**config.mk**
```make
export PLATFORM = sky130hd
export DESIGN_NAME = fadd_arb_flat
export DESIGN_NICKNAME = d
export VERILOG_FILES = /design/src/rtl/fadd_arb_if.sv /design/src/rtl/fadd_arb.sv /design/src/flat_wrapper.sv
export SDC_FILE = /design/constraint.sdc
export NUM_CORES = 1
export LEC_CHECK = 0
export CORE_MARGIN = 1
export CORE_UTILIZATION = 53
export CTS_CLUSTER_DIAMETER = 150
export DETAILED_ROUTE_END_ITERATION = 10
export PLACE_DENSITY_LB_ADDON = 0.08
export REMOVE_ABC_BUFFERS = 1
export SLEW_MARGIN = 20
export SYNTH_ARGS = -nofsm -noshare
export SYNTH_HDL_FRONTEND = slang
export SYNTH_SLANG_ARGS = --single-unit
```
**constraint.sdc**
```tcl
create_clock -name clk -period 6.6 [get_ports clk]
set_input_delay 0.99 -clock clk [delete_from_list [all_inputs] [get_ports clk]]
set_output_delay 0.99 -clock clk [all_outputs]
set_load 0.02 [all_outputs]
```
**src/rtl/fadd_arb_if.sv**
```systemverilog
// Bundle of the fadd_arb ports: two requester operand/result channels plus the
// operand/result link to the shared adder.
interface fadd_arb_if;
  logic        req0_valid;
  logic        req1_valid;
  logic        req0_ready;
  logic        req1_ready;
  logic [31:0] req0_x1;
  logic [31:0] req0_x2;
  logic [31:0] req1_x1;
  logic [31:0] req1_x2;
  logic        rsp0_valid;
  logic        rsp1_valid;
  logic        rsp0_ready;
  logic        rsp1_ready;
  logic [31:0] rsp0_y;
  logic [31:0] rsp1_y;
  logic        rsp0_ovf;
  logic        rsp1_ovf;
  logic [31:0] fu_x1;
  logic [31:0] fu_x2;
  logic [31:0] fu_y;
  logic        fu_ovf;

  modport slave (
    input  req0_valid, req1_valid, req0_x1, req0_x2, req1_x1, req1_x2,
    output req0_ready, req1_ready,
    output rsp0_valid, rsp1_valid, rsp0_y, rsp1_y, rsp0_ovf, rsp1_ovf,
    input  rsp0_ready, rsp1_ready,
    output fu_x1, fu_x2,
    input  fu_y, fu_ovf
  );

  modport master (
    output req0_valid, req1_valid, req0_x1, req0_x2, req1_x1, req1_x2,
    input  req0_ready, req1_ready,
    input  rsp0_valid, rsp1_valid, rsp0_y, rsp1_y, rsp0_ovf, rsp1_ovf,
    output rsp0_ready, rsp1_ready,
    input  fu_x1, fu_x2,
    output fu_y, fu_ovf
  );
endinterface

```
**src/rtl/fadd_arb.sv**
```systemverilog
// Round-robin front end sharing one fixed-latency adder between two requesters;
// results return through per-requester FIFOs guarded by issue credits.
module fadd_arb #(
  parameter int unsigned LAT    = 2,
  parameter int unsigned QDEPTH = 2
) (
  input  logic      clk,
  input  logic      rst,
  fadd_arb_if.slave bus
);
  localparam int unsigned CW = 3;
  localparam int unsigned PW = 2;
  localparam int unsigned MD = 4;
  localparam logic [CW-1:0] CRED_MAX = CW'(QDEPTH);

  logic [1:0]     w_valid;
  logic [1:0]     w_rsp_ready;
  logic [1:0]     w_elig;
  logic [1:0]     w_grant;
  logic [1:0]     w_push;
  logic [1:0]     w_pop;
  logic [32:0]    w_head [2];
  logic           w_tail_v;
  logic           w_tail_id;

  logic           r_prio;
  logic [LAT-1:0] r_pv;
  logic [LAT-1:0] r_pid;
  logic [CW-1:0]  r_cred [2];
  logic [CW-1:0]  r_cnt  [2];
  logic [PW-1:0]  r_wptr [2];
  logic [PW-1:0]  r_rptr [2];
  logic [32:0]    r_mem  [2][MD];

  function automatic logic [PW-1:0] ptr_inc(input logic [PW-1:0] p);
    return (p == PW'(QDEPTH - 1)) ? '0 : p + PW'(1);
  endfunction

  // Eligibility needs a free result slot; reset holds every grant low.
  always_comb begin
    w_valid     = {bus.req1_valid, bus.req0_valid};
    w_rsp_ready = {bus.rsp1_ready, bus.rsp0_ready};
    w_elig      = '0;
    for (int n = 0; n < 2; n++) begin
      w_elig[n] = w_valid[n] && (r_cred[n] != '0) && !rst;
    end
    w_grant    = '0;
    w_grant[0] = w_elig[0] && (!w_elig[1] || !r_prio);
    w_grant[1] = w_elig[1] && (!w_elig[0] ||  r_prio);
  end

  // Pipe tail lines up with fu_y; it steers the adder result into its FIFO.
  always_comb begin
    w_tail_v  = r_pv[LAT-1];
    w_tail_id = r_pid[LAT-1];
    w_push    = '0;
    w_pop     = '0;
    for (int n = 0; n < 2; n++) begin
      w_push[n] = w_tail_v && (w_tail_id == 1'(n));
      w_pop[n]  = (r_cnt[n] != '0) && w_rsp_ready[n];
      w_head[n] = (r_cnt[n] != '0) ? r_mem[n][r_rptr[n]] : '0;
    end
  end

  always_comb begin
    bus.req0_ready = w_grant[0];
    bus.req1_ready = w_grant[1];
    bus.fu_x1      = w_grant[0] ? bus.req0_x1 : (w_grant[1] ? bus.req1_x1 : '0);
    bus.fu_x2      = w_grant[0] ? bus.req0_x2 : (w_grant[1] ? bus.req1_x2 : '0);
    bus.rsp0_valid = (r_cnt[0] != '0);
    bus.rsp1_valid = (r_cnt[1] != '0);
    bus.rsp0_y     = w_head[0][31:0];
    bus.rsp0_ovf   = w_head[0][32];
    bus.rsp1_y     = w_head[1][31:0];
    bus.rsp1_ovf   = w_head[1][32];
  end

  always_ff @(posedge clk or posedge rst) begin
    if (rst) begin
      r_prio <= 1'b0;
      r_pv   <= '0;
      r_pid  <= '0;
      for (int n = 0; n < 2; n++) begin
        r_cred[n] <= CRED_MAX;
        r_cnt[n]  <= '0;
        r_wptr[n] <= '0;
        r_rptr[n] <= '0;
      end
    end else begin
      // Priority passes to whichever requester was not served.
      if (|w_grant) r_prio <= w_grant[0];
      r_pv  <= LAT'({r_pv, |w_grant});
      r_pid <= LAT'({r_pid, w_grant[1]});
      for (int n = 0; n < 2; n++) begin
        r_cred[n] <= r_cred[n] - CW'(w_grant[n]) + CW'(w_pop[n]);
        r_cnt[n]  <= r_cnt[n] + CW'(w_push[n]) - CW'(w_pop[n]);
        if (w_push[n]) r_wptr[n] <= ptr_inc(r_wptr[n]);
        if (w_pop[n])  r_rptr[n] <= ptr_inc(r_rptr[n]);
      end
    end
  end

  // Storage needs no reset: the counts gate everything read out of it.
  always_ff @(posedge clk) begin
    for (int n = 0; n < 2; n++) begin
      if (w_push[n]) r_mem[n][r_wptr[n]] <= {bus.fu_ovf, bus.fu_y};
    end
  end
endmodule
```
**src/flat_wrapper.sv**
```systemverilog
// flat-port wrapper written by rule: the top's interface ports become plain ports
module fadd_arb_flat 
#(
  parameter int unsigned LAT    = 2,
  parameter int unsigned QDEPTH = 2
)
  (clk, rst, bus_req0_valid, bus_req1_valid, bus_req0_x1, bus_req0_x2, bus_req1_x1, bus_req1_x2, bus_req0_ready, bus_req1_ready, bus_rsp0_valid, bus_rsp1_valid, bus_rsp0_y, bus_rsp1_y, bus_rsp0_ovf, bus_rsp1_ovf, bus_rsp0_ready, bus_rsp1_ready, bus_fu_x1, bus_fu_x2, bus_fu_y, bus_fu_ovf);
  fadd_arb_if bus_i ();
  input  logic clk;
  input  logic rst;
  input wire logic [$bits(bus_i.req0_valid)-1:0] bus_req0_valid;
  input wire logic [$bits(bus_i.req1_valid)-1:0] bus_req1_valid;
  input wire logic [$bits(bus_i.req0_x1)-1:0] bus_req0_x1;
  input wire logic [$bits(bus_i.req0_x2)-1:0] bus_req0_x2;
  input wire logic [$bits(bus_i.req1_x1)-1:0] bus_req1_x1;
  input wire logic [$bits(bus_i.req1_x2)-1:0] bus_req1_x2;
  output wire logic [$bits(bus_i.req0_ready)-1:0] bus_req0_ready;
  output wire logic [$bits(bus_i.req1_ready)-1:0] bus_req1_ready;
  output wire logic [$bits(bus_i.rsp0_valid)-1:0] bus_rsp0_valid;
  output wire logic [$bits(bus_i.rsp1_valid)-1:0] bus_rsp1_valid;
  output wire logic [$bits(bus_i.rsp0_y)-1:0] bus_rsp0_y;
  output wire logic [$bits(bus_i.rsp1_y)-1:0] bus_rsp1_y;
  output wire logic [$bits(bus_i.rsp0_ovf)-1:0] bus_rsp0_ovf;
  output wire logic [$bits(bus_i.rsp1_ovf)-1:0] bus_rsp1_ovf;
  input wire logic [$bits(bus_i.rsp0_ready)-1:0] bus_rsp0_ready;
  input wire logic [$bits(bus_i.rsp1_ready)-1:0] bus_rsp1_ready;
  output wire logic [$bits(bus_i.fu_x1)-1:0] bus_fu_x1;
  output wire logic [$bits(bus_i.fu_x2)-1:0] bus_fu_x2;
  input wire logic [$bits(bus_i.fu_y)-1:0] bus_fu_y;
  input wire logic [$bits(bus_i.fu_ovf)-1:0] bus_fu_ovf;
  assign bus_i.req0_valid = bus_req0_valid;
  assign bus_i.req1_valid = bus_req1_valid;
  assign bus_i.req0_x1 = bus_req0_x1;
  assign bus_i.req0_x2 = bus_req0_x2;
  assign bus_i.req1_x1 = bus_req1_x1;
  assign bus_i.req1_x2 = bus_req1_x2;
  assign bus_req0_ready = bus_i.req0_ready;
  assign bus_req1_ready = bus_i.req1_ready;
  assign bus_rsp0_valid = bus_i.rsp0_valid;
  assign bus_rsp1_valid = bus_i.rsp1_valid;
  assign bus_rsp0_y = bus_i.rsp0_y;
  assign bus_rsp1_y = bus_i.rsp1_y;
  assign bus_rsp0_ovf = bus_i.rsp0_ovf;
  assign bus_rsp1_ovf = bus_i.rsp1_ovf;
  assign bus_i.rsp0_ready = bus_rsp0_ready;
  assign bus_i.rsp1_ready = bus_rsp1_ready;
  assign bus_fu_x1 = bus_i.fu_x1;
  assign bus_fu_x2 = bus_i.fu_x2;
  assign bus_i.fu_y = bus_fu_y;
  assign bus_i.fu_ovf = bus_fu_ovf;
  fadd_arb #(.LAT(LAT), .QDEPTH(QDEPTH)) u_core (.clk(clk), .rst(rst), .bus(bus_i));
endmodule
```
### Word-level counts from Yosys, hierarchy flattened

Memory sizes are Yosys's and may differ from the RTL's.
Cells that the tools add are included.

| word-level totals | value |
|---|---|
| register bits after elaboration | 25 |
| RAM bits | 264 |
| output and inout bits | 134 |
| word-level logic and storage cells | 90 |
| memories kept | 1 |

| cells by class | value |
|---|---|
| add/subtract/negate cells | 12 |
| order comparisons | 6 |
| equal/unequal tests | 4 |
| muxes and demuxes | 27 |
| bitwise logic cells | 5 |
| reduce and logical (&&, ||, !) cells | 24 |

Memory list:

| name | words | bits a word | read ports | clocked after memory_dff | write ports | RTL line | RTL |
|---|---|---|---|---|---|---|---|
| u_core.r_mem | 2 | 132 | 2 | 0 | 1 | fadd_arb.sv:33 | `logic [32:0] r_mem [2][MD];` |

Operators by type and width:

| kind | count |
|---|---|
| $mux W132 | 4 |
| $mux W33 | 8 |
| $bmux W33 S2 | 2 |
| $demux W33 S2 | 2 |
| $reduce_or A132 Y1 | 1 |
| $mux W32 | 4 |
| $add A3 B1 Y3 | 4 |
| $ge A3 B3 Y1 const B | 4 |
| $logic_and A1 B1 Y1 | 12 |
| $not A2 Y3 | 4 |
| $reduce_bool A3 Y1 | 4 |
| $sub A3 B1 Y3 | 4 |
| $add A2 B1 Y2 const B | 4 |
| $eq A2 B1 Y1 const B | 4 |
| $mux W2 | 4 |
| $lt A3 B1 Y1 const B | 2 |
| $logic_not A1 Y1 | 4 |
| $mux W1 | 3 |
| $logic_or A1 B1 Y1 | 2 |
| $reduce_or A2 Y1 | 1 |
| $not A1 Y1 | 1 |

### Logic depth before layout (Yosys ltp)

| depth | value |
|---|---|
| word-level depth | 8 |
| gate-level depth with buffers | 10 |

### Least setup slack after synthesis

No wires, ideal clock.

| timing path | value |
|---|---|
| path type | reg2reg |
| from | register u_core.r_pid[1] |
| to | memory u_core.r_mem[0][33] (netlist name), enable pin |
| library setup time | 0.471 ns |
| data arrival time | 3.103 ns |
| data required time | 6.129 ns |
| path slack | 3.025 ns |
| cell stages (with the launch flop) | 4 |
| period minus slack after synthesis | 3.575 ns |
| cells stage by stage | dfrtp_1 > nor2b_1 > inv_1 > nor3b_1 |

| on the way | value |
|---|---|
| longest elaborated chain between the ends | 5 |
| elaborated cells on any way between the ends | 10 |
| classes of those cells | mux: 6; bitwise: 1; reduce/logical: 3 |

Ends and longest elaborated chain:

| what | RTL line | RTL |
|---|---|---|
| start, declared | fadd_arb.sv:28 | `logic [LAT-1:0] r_pid;` |
| start signal, assigned | fadd_arb.sv:93 | `r_pid <= LAT'({r_pid, w_grant[1]});` |
| $logic_and A1 B1 Y1 or $not A1 Y1 (tied branches) | fadd_arb.sv:59 | `w_push[n] = w_tail_v && (w_tail_id == 1'(n));` |
| $mux W1 or $logic_and A1 B1 Y1 (tied branches) | fadd_arb.sv:106, fadd_arb.sv:59 |  |
| $mux W132 (not written as such) or $mux W1 (tied branches) | fadd_arb.sv:106 | `if (w_push[n]) r_mem[n][r_wptr[n]] <= {bus.fu_ovf, bus.fu_y};` |
| $reduce_or A132 Y1 (no line) or $mux W132 (tied branches) | -- |  |
| $mux W1 (no line) or $mux W132 (tied branches) | -- |  |
| end, declared | fadd_arb.sv:33 |  |

Parallel ways exist; a longest one is shown, timed or not.

### Worst setup path after layout

| timing path | value |
|---|---|
| from | input rst |
| to | output bus_fu_x2[16] |

| on the way | value |
|---|---|
| longest elaborated chain between the ends | 7 |
| elaborated cells on any way between the ends | 11 |
| classes of those cells | mux: 2; reduce/logical: 9 |

Ends and longest elaborated chain:

| what | RTL line | RTL |
|---|---|---|
| start, declared | flat_wrapper.sv:10 | `input logic rst;` |
| $logic_not A1 Y1 (*) | fadd_arb.sv:45 | `w_elig[n] = w_valid[n] && (r_cred[n] != '0) && !rst;` |
| $logic_and A1 B1 Y1 | fadd_arb.sv:45 |  |
| $logic_not A1 Y1 | fadd_arb.sv:49 | `w_grant[1] = w_elig[1] && (!w_elig[0] \|\| r_prio);` |
| $logic_or A1 B1 Y1 | fadd_arb.sv:49 |  |
| $logic_and A1 B1 Y1 | fadd_arb.sv:49 |  |
| $mux W32 | fadd_arb.sv:69 | `bus.fu_x2 = w_grant[0] ? bus.req0_x2 : (w_grant[1] ? bus.req1_x2 : '0);` |
| $mux W32 (*) | fadd_arb.sv:69 |  |
| end, declared | flat_wrapper.sv:28 | `output wire logic [$bits(bus_i.fu_x2)-1:0] bus_fu_x2;` |

Every way passes the cells marked *; elsewhere a longest branch is shown, timed or not.

==> impl_metrics.toml <==
[outcome]
outcome = "finished clean"

[clock_tree]
cts-root-buf = "clkbuf_16"
cts_tree = "built"
cts-resized-gates = 0
cts_made_buffers = 27
insertion_delay_ps = 520
clock_path_buffers = 3
clock_sink_count = 289
cts_hold_buf = 0
htree_num_levels = 1
post_cts_buffers = 0
path_clk_slew_ps = 60

[timing]
slew_headroom = 0.3156
setup_ws_ps = 1996
finalSetupViolations = 0
report.final.slew_viol_count = 0
worst_pin_slew_ps = 1027
fmax_mhz = 217.2
hold_violations = 0
finalClockSkew_ps = 7.943
hold_ws_ps = 356.4
finalSetupTns_ps = 0
rsz0062_at_grt = "false"
fin_crit_sh = 0.6975
finalCriticalPeriod_ps = 4604

[setup_path]
end_kind = "output pin"
critPathMaxStageDelay_ps = 700
cp_data_arrival_time_ps = 3610
cp_data_required_time_ps = 5610
critPathSlowestCell = "clkdlybuf4s50_1"
crit_type = "in2out"
critPathLaunchType = "primary input"
path_max_fanout = 65
crit_top_cell = "clkdlybuf4s50_1"
crit_chain = "clkdlybuf4s50_1, nand2b_1, a311oi_4, buf_4, a22o_1, clkdlybuf4s50_1"

[logic_synthesis]
synth_commonest_cells = "edfxtp_1 (264), and2_1 (68), mux4_2 (66), a22o_1 (64), dfrtp_1 (23)"
synth_most_common_cell = "edfxtp_1"
async_flop_share = 0.08651
syn_area_um2 = 11750
synthFlopType = "edfxtp_1"
synth-seq-cells = 289
yosysWarnings = 0
synth-edff-count = 264
synthTopCellsByArea = "edfxtp_1 (67%), mux4_2 (13%), dfrtp_1 (4.9%)"
synth_top_area_frac = 0.6745
postSynthAreaPerCell_um2 = 19.72
netlist.top_cell.by_area = "edfxtp_1"
synth_cells = 596
seq_area_frac_synth = 0.7279
synth_cell_types = 31

[die]
die_h_um = 150.9
die_area_um2 = 22780
start_util = 0.5403
core_um2 = 21760
die_x_um = 150.9
rows = 54
pin_count = 301

[detailed_routing]
drt_wl_total_um = 32770
post-route-drc-count = 0
drtPass1Iterations = 5
drt_iter0_drc = 601
vias_per_cell = 5.853
postRouteAntennaNets = 0
vias = 7076
wl_per_cell_um = 27.11

[power]
power_density_nw_per_um2 = 368.6
clkPwrFrac = 0.254
seqPwrFrac = 0.391
p_int_mw = 4.114
p_switching_mw = 1.767
p_leak_nw = 5.361
swShare = 0.3005
ir_drop_v = 0.0002215
comb_power_share = 0.356

[run]
drv_cap = 0

[grt]
grt_pass1_wl_um = 46660
first_global_vias = 7274
grt_max_degree = 69
antenna_found_initial = 11
grt-ovfl-total = 0
track_usage = 0.2926

[placement]
place_congestion = 0.8133
pre_cts_ws_ps = 1666
place_inst = 1152
port_buffers = 300
hpwl_um = 22140

[final_layout]
finalNonFillerCells = 1209
area_delta_synth_final_pct = 35.76
nets = 1079
layout-drive-gt1-share = 0.1457
nFillCells = 1325

[min_path]
hp-class = "reg2reg"
==> critical path, delay by kind of cell <==
kind            cells  cell delay [ps]
simple gates        1              240
buf+inv             3             1740
compound gates      2              600
==> metal layers <==
metal,routed length (um),up-vias,part of all wire,global-route usage
met3,2904,69,0.089,0.07620
met2,16860,374,0.51,0.4892
li1,-,3011,-,-
met4,1173,4,0.036,0.1220
met5,23,-,0.00070,0
met1,11820,3618,0.36,0.3633
==> layout make-up <==
type                    instances  area (um2)  area share
diodes                          9       22.52    0.001411
repair buffers                314        3108      0.1948
multi-input cells             253        3010      0.1887
inverters                      16       60.06    0.003764
well taps                     280       350.3     0.02196
clock inverters                17       153.9    0.009645
clock buffers                  31       690.7     0.04328
flip-flops and latches        289        8561      0.5365
==> metrics by stage <==
step / total power [mW] / cell area, um2 / util
2_1_floorplan: 3.486 / 11550 / -
3_3_place_gp: 4.392 / 15070 / 0.6928
3_5_place_dp: 4.439 / 15080 / 0.6931
4_1_cts: 5.928 / 15920 / 0.7319
5_1_grt: 6.132 / 15950 / 0.7331
6_report: 5.881 / 15960 / 0.7334
==> cell families after synthesis <==
logic type / Yosys count / share of synthesized area
compound gates: 70 / 0.05195
xor+xnor: 13 / 0.009687
mux: 66 / 0.1265
buf+inv: 54 / 0.02214
simple gates: 93 / 0.04758
fa+ha+maj: 11 / 0.01426
flops: 289 / 0.7279
==> final timing paths <==
kind | startpoint | endpoint | slack, ps | cells past startpoint
min reg2reg | u_core.r_pv[0] | u_core.r_pv[1] | 360 | 0
min | u_core.r_pv[0] | u_core.r_pv[1] | 360 | 0
max | rst | bus_fu_x2[16] | 2000 | 6
max reg2reg | u_core.r_cnt[1] | u_core.r_cnt[2] | 3630 | 10
max in group asynchronous | rst | u_core.r_rptr[0] | 4830 | 2
min in group asynchronous | rst | u_core.r_prio | 1080 | 2
==> layout by cell type, fill, tap and decap left out, drive strengths merged, types with 13 or more instances in the layout <==
master	Yosys	layout
clkdlybuf4s50	0	300
edfxtp	264	264
and2	68	68
mux4	66	66
a22o	64	64
clkbuf	16	31
dfrtp	23	23
inv	16	17
buf	22	14
xnor2	13	13
clkinv	0	13
==> flip-flops by register name, indices dropped and copies added, names as in the netlist <==
signal,count
u_core.r_pv,2
u_core.r_prio,1
u_core.r_wptr,4
u_core.r_cnt,6
u_core.r_mem,264
u_core.r_cred,6
u_core.r_rptr,4
u_core.r_pid,2
==> power by group through the flow <==
stage | Combinational, mW | Clock (mW) | Sequential, mW
2_1_floorplan | 1.12 | 0 | 2.37
3_3_place_gp | 2.07 | 0 | 2.32
3_5_place_dp | 2.10 | 0 | 2.33
4_1_cts | 2.12 | 1.51 | 2.30
5_1_grt | 2.23 | 1.58 | 2.32
6_report | 2.09 | 1.49 | 2.30
(Power assumes the default switching activity.)
